File: src/rtl/seq_gen_if.sv
// rtl/seq_gen_if.sv - control/serial-output bundle between a pattern source and seq_gen
interface seq_gen_if #(
  parameter int W  = 16,
  parameter int LW = 5
) ();
  logic          load;
  logic [W-1:0]  pat;
  logic [LW-1:0] len;
  logic          rep;
  logic          start;
  logic          stop;
  logic          tick;
  logic          bit_out;
  logic          bit_vld;
  logic          run4;
  logic          busy;
  logic          done;

  modport master (
    output load, pat, len, rep, start, stop, tick,
    input  bit_out, bit_vld, run4, busy, done
  );

  modport slave (
    input  load, pat, len, rep, start, stop, tick,
    output bit_out, bit_vld, run4, busy, done
  );
endinterface

File: src/rtl/seq_gen.sv
// rtl/seq_gen.sv - MSB-first serial pattern generator with run-of-four marking
module seq_gen #(
  parameter int W  = 16,
  parameter int LW = 5
) (
  input  logic     clk_i,
  input  logic     rst_ni,
  seq_gen_if.slave bus
);

  typedef enum logic [1:0] {
    S_IDLE = 2'd0,
    S_SEND = 2'd1,
    S_DONE = 2'd2
  } state_t;

  localparam logic [LW-1:0] W_LEN = LW'(W);

  state_t        state_q, state_d;
  logic [W-1:0]  shadow_q, shadow_d;
  logic [W-1:0]  shift_q, shift_d;
  logic [LW-1:0] lenq_q, lenq_d;
  logic [LW-1:0] cnt_q, cnt_d;
  logic [2:0]    run_q, run_d;
  logic          bit_out_q, bit_out_d;
  logic          bit_vld_q, bit_vld_d;
  logic          run4_q, run4_d;

  logic          accept_start;
  logic          emit;
  logic          last_bit;
  logic [W-1:0]  start_pat;
  logic [LW-1:0] len_clamped;
  logic [2:0]    run_next;

  // A zero-length start is dropped; a same-cycle load feeds the new pattern straight in.
  assign accept_start = (state_q == S_IDLE) && bus.start && (bus.len != '0);
  assign emit         = (state_q == S_SEND) && bus.tick && !bus.stop;
  assign last_bit     = (cnt_q == LW'(1));
  assign start_pat    = bus.load ? bus.pat : shadow_q;
  assign len_clamped  = (bus.len > W_LEN) ? W_LEN : bus.len;

  // Run length of the bit about to be emitted; run_q==0 marks the first bit of a send.
  always_comb begin
    run_next = 3'd1;
    if ((run_q != 3'd0) && (shift_q[W-1] == bit_out_q)) begin
      run_next = (run_q == 3'd4) ? 3'd4 : run_q + 3'd1;
    end
  end

  // Datapath next-state: shadow capture, send setup, per-tick shift and repeat wrap.
  always_comb begin
    shadow_d  = shadow_q;
    shift_d   = shift_q;
    lenq_d    = lenq_q;
    cnt_d     = cnt_q;
    run_d     = run_q;
    bit_out_d = bit_out_q;
    bit_vld_d = 1'b0;
    run4_d    = 1'b0;
    if ((state_q == S_IDLE) && bus.load) begin
      shadow_d = bus.pat;
    end
    if (accept_start) begin
      lenq_d  = len_clamped;
      shift_d = start_pat;
      cnt_d   = len_clamped;
      run_d   = 3'd0;
    end else if (emit) begin
      bit_out_d = shift_q[W-1];
      bit_vld_d = 1'b1;
      run_d     = run_next;
      run4_d    = (run_next == 3'd4);
      if (last_bit && bus.rep) begin
        shift_d = shadow_q;
        cnt_d   = lenq_q;
      end else begin
        shift_d = {shift_q[W-2:0], 1'b0};
        cnt_d   = cnt_q - LW'(1);
      end
    end
  end

  // Datapath registers.
  always_ff @(posedge clk_i or negedge rst_ni) begin
    if (!rst_ni) begin
      shadow_q  <= '0;
      shift_q   <= '0;
      lenq_q    <= '0;
      cnt_q     <= '0;
      run_q     <= '0;
      bit_out_q <= 1'b0;
      bit_vld_q <= 1'b0;
      run4_q    <= 1'b0;
    end else begin
      shadow_q  <= shadow_d;
      shift_q   <= shift_d;
      lenq_q    <= lenq_d;
      cnt_q     <= cnt_d;
      run_q     <= run_d;
      bit_out_q <= bit_out_d;
      bit_vld_q <= bit_vld_d;
      run4_q    <= run4_d;
    end
  end

  // FSM state register.
  always_ff @(posedge clk_i or negedge rst_ni) begin
    if (!rst_ni) begin
      state_q <= S_IDLE;
    end else begin
      state_q <= state_d;
    end
  end

  // FSM next state: stop beats a simultaneous tick; a non-repeating last bit ends in DONE.
  always_comb begin
    state_d = state_q;
    case (state_q)
      S_IDLE: if (accept_start) state_d = S_SEND;
      S_SEND: begin
        if (bus.stop) begin
          state_d = S_IDLE;
        end else if (emit && last_bit && !bus.rep) begin
          state_d = S_DONE;
        end
      end
      S_DONE:  state_d = S_IDLE;
      default: state_d = S_IDLE;
    endcase
  end

  // FSM outputs decoded from the state register, serial outputs straight from flops.
  always_comb begin
    bus.busy    = (state_q != S_IDLE);
    bus.done    = (state_q == S_DONE);
    bus.bit_out = bit_out_q;
    bus.bit_vld = bit_vld_q;
    bus.run4    = run4_q;
  end

endmodule

File: src/flat_wrapper.sv
// flat-port wrapper written by rule: the top's interface ports become plain ports
module seq_gen_flat 
#(
  parameter int W  = 16,
  parameter int LW = 5
)
  (clk_i, rst_ni, bus_load, bus_pat, bus_len, bus_rep, bus_start, bus_stop, bus_tick, bus_bit_out, bus_bit_vld, bus_run4, bus_busy, bus_done);
  seq_gen_if #(.W(W), .LW(LW)) bus_i ();
  input  logic clk_i;
  input  logic rst_ni;
  input wire logic [$bits(bus_i.load)-1:0] bus_load;
  input wire logic [$bits(bus_i.pat)-1:0] bus_pat;
  input wire logic [$bits(bus_i.len)-1:0] bus_len;
  input wire logic [$bits(bus_i.rep)-1:0] bus_rep;
  input wire logic [$bits(bus_i.start)-1:0] bus_start;
  input wire logic [$bits(bus_i.stop)-1:0] bus_stop;
  input wire logic [$bits(bus_i.tick)-1:0] bus_tick;
  output wire logic [$bits(bus_i.bit_out)-1:0] bus_bit_out;
  output wire logic [$bits(bus_i.bit_vld)-1:0] bus_bit_vld;
  output wire logic [$bits(bus_i.run4)-1:0] bus_run4;
  output wire logic [$bits(bus_i.busy)-1:0] bus_busy;
  output wire logic [$bits(bus_i.done)-1:0] bus_done;
  assign bus_i.load = bus_load;
  assign bus_i.pat = bus_pat;
  assign bus_i.len = bus_len;
  assign bus_i.rep = bus_rep;
  assign bus_i.start = bus_start;
  assign bus_i.stop = bus_stop;
  assign bus_i.tick = bus_tick;
  assign bus_bit_out = bus_i.bit_out;
  assign bus_bit_vld = bus_i.bit_vld;
  assign bus_run4 = bus_i.run4;
  assign bus_busy = bus_i.busy;
  assign bus_done = bus_i.done;
  seq_gen #(.W(W), .LW(LW)) u_core (.clk_i(clk_i), .rst_ni(rst_ni), .bus(bus_i));
endmodule
File: config.mk
export PLATFORM = sky130hd
export DESIGN_NAME = seq_gen_flat
export DESIGN_NICKNAME = d
export VERILOG_FILES = /design/src/rtl/seq_gen_if.sv /design/src/rtl/seq_gen.sv /design/src/flat_wrapper.sv
export SDC_FILE = /design/constraint.sdc
export NUM_CORES = 1
export LEC_CHECK = 0
export BUFFER_PORTS_ARGS = -buffer_cell sky130_fd_sc_hd__buf_2
export CORE_ASPECT_RATIO = 0.5
export CORE_MARGIN = 3
export CORE_UTILIZATION = 45
export DETAILED_ROUTE_END_ITERATION = 10
export PLACE_DENSITY = 0.79
export SYNTH_ARGS = -nofsm -noshare
export SYNTH_HDL_FRONTEND = slang
export SYNTH_SLANG_ARGS = --single-unit
File: constraint.sdc
create_clock -name clk_i -period 2.2 [get_ports clk_i]
set_input_delay 0.44 -clock clk_i [delete_from_list [all_inputs] [get_ports clk_i]]
set_output_delay 0.44 -clock clk_i [all_outputs]
set_load 0.005 [all_outputs]
Word-level counts from Yosys, hierarchy flattened
Index checks and enable logic that the tools add are counted.
{"block": "totals", "romBits": 0, "mem_bits_rw": 0, "reg_bits": 50, "mem_count": 0, "output_inout_bits": 5, "latchBits": 0}
{"block": "op_classes", "eq_ne": 8, "div": 0, "shift": 0, "n_bitwise": 1, "muxes": 20, "reduce_logical": 18, "n_addsub": 2, "magnitude_cmp": 1, "n_mul": 0}
{"cell": "2-to-1 mux 16 bit", "n": 4}
{"cell": "2-to-1 mux 5 bit", "n": 4}
{"cell": "2-to-1 mux 3 bit", "n": 4}
{"cell": "logical AND 1 bit", "n": 9}
{"cell": "equality test 3 bit (second input constant)", "n": 2}
{"cell": "2-to-1 mux 2 bit", "n": 3}
{"cell": "equality test 5 x 1 -> 1 bit (second input constant)", "n": 1}
{"cell": "greater-than comparator 5 bit (second input constant)", "n": 1}
{"cell": "nonzero test 5 bit", "n": 1}
{"cell": "subtractor 5 x 1 -> 5 bit (second input constant)", "n": 1}
{"cell": "2-to-1 mux 1 bit", "n": 4}
{"cell": "one-hot mux 2 bit (2 select lines)", "n": 1}
{"cell": "AND reduction 2 bit", "n": 2}
{"cell": "nonzero test 2 bit", "n": 2}
{"cell": "adder 3 x 1 -> 3 bit (second input constant)", "n": 1}
{"cell": "inequality test 3 bit (second input constant)", "n": 1}
{"cell": "nonzero test 3 bit", "n": 1}
{"cell": "equality test 2 x 1 -> 1 bit (second input constant)", "n": 1}
{"cell": "equality test 2 bit (second input constant)", "n": 1}
{"cell": "zero test 1 bit", "n": 2}
{"cell": "zero test 2 bit", "n": 1}
{"cell": "inequality test 2 x 1 -> 1 bit (second input constant)", "n": 1}
{"cell": "equality test 1 bit", "n": 1}
{"cell": "NOT 1 bit", "n": 1}

Depth between registers and ports, before layout
{"block": "logic_depth", "word_depth": 8, "mapped_depth": 8, "ltp_nobuf": 6}

Worst setup path before layout
Ideal clock, no wire load.
{"block": "synth_path", "kind": "register to register", "start": "reg u_core.cnt_q[1]", "end": "reg u_core.shift_q[10]", "period_less_slack_ns": 2.042, "path_stages_with_launch": 9, "arrival_ns": 1.916, "path_slack_ns": 0.158, "path_cell_list": "dfrtp_1 inv_1 ha_1 nor4b_2 and2_1 buf_4 buf_6 mux2_2 a221o_1"}
{"block": "synth_between", "elab_chain_cells": 5}
{"item": "start: declaration", "line": "seq_gen.sv:23", "rtl": "logic [LW-1:0] cnt_q, cnt_d;"}
{"item": "start signal: assignment", "line": "seq_gen.sv:99", "rtl": "cnt_q <= cnt_d;"}
{"item": "equality test 5 x 1 -> 1 bit", "line": "seq_gen.sv:39", "rtl": "assign last_bit = (cnt_q == LW'(1));"}
{"item": "logical AND 1 bit", "line": "seq_gen.sv:74", "rtl": "if (last_bit && bus.rep) begin"}
{"item": "2-to-1 mux 16 bit", "line": "seq_gen.sv:74"}
{"item": "2-to-1 mux 16 bit", "line": "seq_gen.sv:69", "rtl": "end else if (emit) begin"}
{"item": "2-to-1 mux 16 bit", "line": "seq_gen.sv:64", "rtl": "if (accept_start) begin"}
{"item": "end signal: assignment", "line": "seq_gen.sv:97", "rtl": "shift_q <= shift_d;"}
{"item": "end: declaration", "line": "seq_gen.sv:21", "rtl": "logic [W-1:0] shift_q, shift_d;"}
Every way passes these cells. The select of a mux whose other input is x is not followed.
A chain may end at the register's enable or synchronous reset.

Worst setup path in the final report
{"block": "layout_path", "start": "reg u_core.cnt_q[1]", "end": "reg u_core.shift_q[8]"}
The elaborated chain is that of the path after synthesis.

==> results.md <==
- Std cell rows: 18
- Hold Buf Count CTS: 0
- CP max stage delay: 0.40 ns
- Postcts setup bufs: 0
- Multi-input gate area: 1230 um^2
- Maxcap violations: 0
- Crit path max fanout: 10
- Status: complete, no violations
- Hold Fails Final Rpt: 0
- Top cells by count, synth: dfrtp_1, mux2_2, nor2_1
- Clock Tree Buf Depth: 2
- Die Y: 59.8 um
- Synthesis-stage register bit count: 50
- Port bufs: 32
- First-pass GRT wire length: 8960 um
- TritonCTS Buffers: 5
- Antenna diodes: 0
- Drc violations: 0
- Max IR drop VDD: 0.415 mV
- Fin nets: 297
- Ys Warns: 0
- Power per cell area: 1010 nW/um^2
- Worst-margin pin slew: 0.616 ns
- Vias per cell: 5.63
- FF+latch area: 1250 um^2
- Post-synth top area share: 0.481
- Endpoints failing setup: 0
- Die ar.: 6790 um^2
- Die Span X: 114 um
- Seq/Total Area, Yosys: 0.481
- IO Count: 33
- Fillers: 421
- Worst min path class: input port to asynchronous set/reset pin
- Number of synthesized flops with an enable pin: 0
- CTS resizes: 0
- Vias in the first global route: 1911
- Clk network pwr share: 0.250
- Root Buffer: clkbuf_16
- H-tree depth: 2
- Startpoint Class: register
- Detail Placement HPWL: 3840 um
- NetSw: 0.931 mW
- Drt wl/cell: 15.9 um
- Initial Utilization: 0.496
- Most frequent cell after synthesis: dfrtp_1
- Detail Route Antenna Nets: 0
- Ys flop type: dfrtp_1
- Area contributors post-synth: dfrtp_1, mux2_2, a221o_1
- Worst skew pair latency: 0.29 ns
- Fin Setup TNS: 0 ns
- WS Path Type: register to register
- Asr flop ratio synth: 1.00
- Initial antenna violation count: 0
- Clk slew on worst S/H paths: 0.06 ns
- Cell Chain, Critical Path: inv_1, ha_1, nor4b_2, and2_1, buf_4, mux2_2, a221o_1
- Clock Sinks: 50
- Req. time, crit path: 2.37 ns
- Fmax: 482 MHz
- Area grow syn2layout: 16.9%
- Largest net degree at the start of global routing: 27
- Largest area contributor in the netlist: dfrtp_1
- Leakage Power: 1.42 nW
- Relative max-transition margin: 0.589
- Total GRT Usage: 0.168
- CTS tree: yes
- Critical path arrival: 2.24 ns
- Part of the power in registers: 0.452
- Placer Congestion: 0.849
- Sw Share: 0.302
- Setup Skew: 0.00368 ns
- Period utilization: 0.942
- Synth unique cells: 42
- Core box area: 5250 um^2
- Final setup margin: 0.127 ns
- Syn Inst Count: 226
- Total number of vias: 1891
- Drt first pass iters: 4
- RSZ-0062 raised after global routing: no
- Syn_nets: 258
- Syn avg cell area: 11.5 um^2
- Min Tclk post-route: 2.07 ns
- Slew Viols, Final: 0
- Fraction of layout cells with a size suffix above 1: 0.327
- Final wirelength: 5330 um
- CP max-delay cell: dfrtp_1
- Critical Path Sink Type: register
- Logic pwr share: 0.297
- DRT iter0 DRCs: 104
- Internal Power: 2.15 mW
- Mapped Area: 2600 um^2
- Global route overflow: 0
- Setup WS pre-CTS: 0.134 ns
routing by layer:
layer	track usage	wire length (um)	vias to the layer above
met5	0	0	-
met4	0.0685	99	0
met3	0.0374	234	12
met2	0.275	2580	36
met1	0.219	2420	943
li1	-	-	900
sequential cells by signal, indices dropped and copies added (netlist names):
register            cells
u_core.shadow_q        16
u_core.shift_q         16
u_core.cnt_q            5
u_core.lenq_q           5
u_core.run_q            3
u_core.state_q          2
u_core.bus.bit_out      1
u_core.bus.bit_vld      1
u_core.bus.run4         1
power groups by stage:
stage	Sequential [mW]	Clock [mW]	Combinational, mW
floorplan	1.34	0	0.699
global placement	1.39	0	0.866
detailed placement	1.40	0	0.910
CTS	1.39	0.783	0.921
global route	1.43	0.817	1.01
finish	1.39	0.772	0.916
through the flow:
| stage | utilization | instances | total power [mW] | instance area, um^2 | hold slack (ns) |
|---|---|---|---|---|---|
| after floorplan | - | 226 | 2.04 | 2600 | 0.144 |
| after global placement | 0.552 | 328 | 2.25 | 2890 | 0.464 |
| after detailed placement | 0.552 | 328 | 2.32 | 2890 | 0.479 |
| after CTS | 0.580 | 336 | 3.09 | 3040 | 0.179 |
| after global routing | 0.580 | 336 | 3.25 | 3040 | 0.210 |
| final | 0.580 | 336 | 3.08 | 3040 | 0.160 |
path summary, 6_finish.rpt:
check                            startpoint            endpoint  slack, ns  cells past startpoint
min in group clk_i                  bus_rep   u_core.state_q[1]       0.39                      2
hold reg to reg            u_core.lenq_q[1]    u_core.lenq_q[1]       0.49                      2
setup reg to reg            u_core.cnt_q[1]   u_core.shift_q[8]       0.13                      7
setup / recovery            u_core.cnt_q[1]   u_core.shift_q[8]       0.13                      7
max in group asynchronous            rst_ni  u_core.shadow_q[7]       1.49                      2
hold / removal                       rst_ni     u_core.bus.run4       0.16                      1
cells by family after synthesis:
| group | synth area share |
|---|---|
| and+or+nand+nor | 0.119 |
| muxes | 0.196 |
| AOI/OAI and AO/OA | 0.128 |
| adders and majority gates | 0.0192 |
| buffers and inverters | 0.0466 |
| xor gates and xnor gates | 0.0101 |
| DFF | 0.481 |
cells in the final DEF, fill, tap and decap left out, types with 2 or more instances in the layout:
| master | count |
|---|---|
| nor2b_1 | 2 |
| dfrtp_1 | 50 |
| a221o_1 | 17 |
| mux2_2 | 30 |
| buf_2 | 32 |
| o21ai_0 | 5 |
| inv_1 | 7 |
| a21oi_1 | 6 |
| clkbuf_16 | 5 |
| ha_1 | 4 |
| o22ai_1 | 2 |
| nand2_1 | 19 |
| nor2_1 | 20 |
| nor3_1 | 3 |
| xnor2_1 | 2 |
| and2_1 | 3 |
| buf_4 | 10 |
| a211oi_1 | 2 |
| nor3b_1 | 3 |
| buf_12 | 3 |
| mux2i_1 | 16 |
| nand3_1 | 2 |
worst max-delay path, delay by kind of cell (launching register included):
family,cells,cell delay (ns)
compound gates,1,0.31
fa+ha+maj,1,0.16
flops,1,0.40
buf+inv,2,0.29
simple gates,2,0.45
mux,1,0.36
area by class of cell:
type	count	share of cell area
Sequential cell	50	0.411
Multi-Input combinational cell	155	0.404
Timing Repair Buffer	45	0.0971
Clock buffer	7	0.0469
Tap cell	70	0.0288
Inverter	8	0.00987
Clock inverter	1	0.00165
Power figures use the tool's default switching activity.
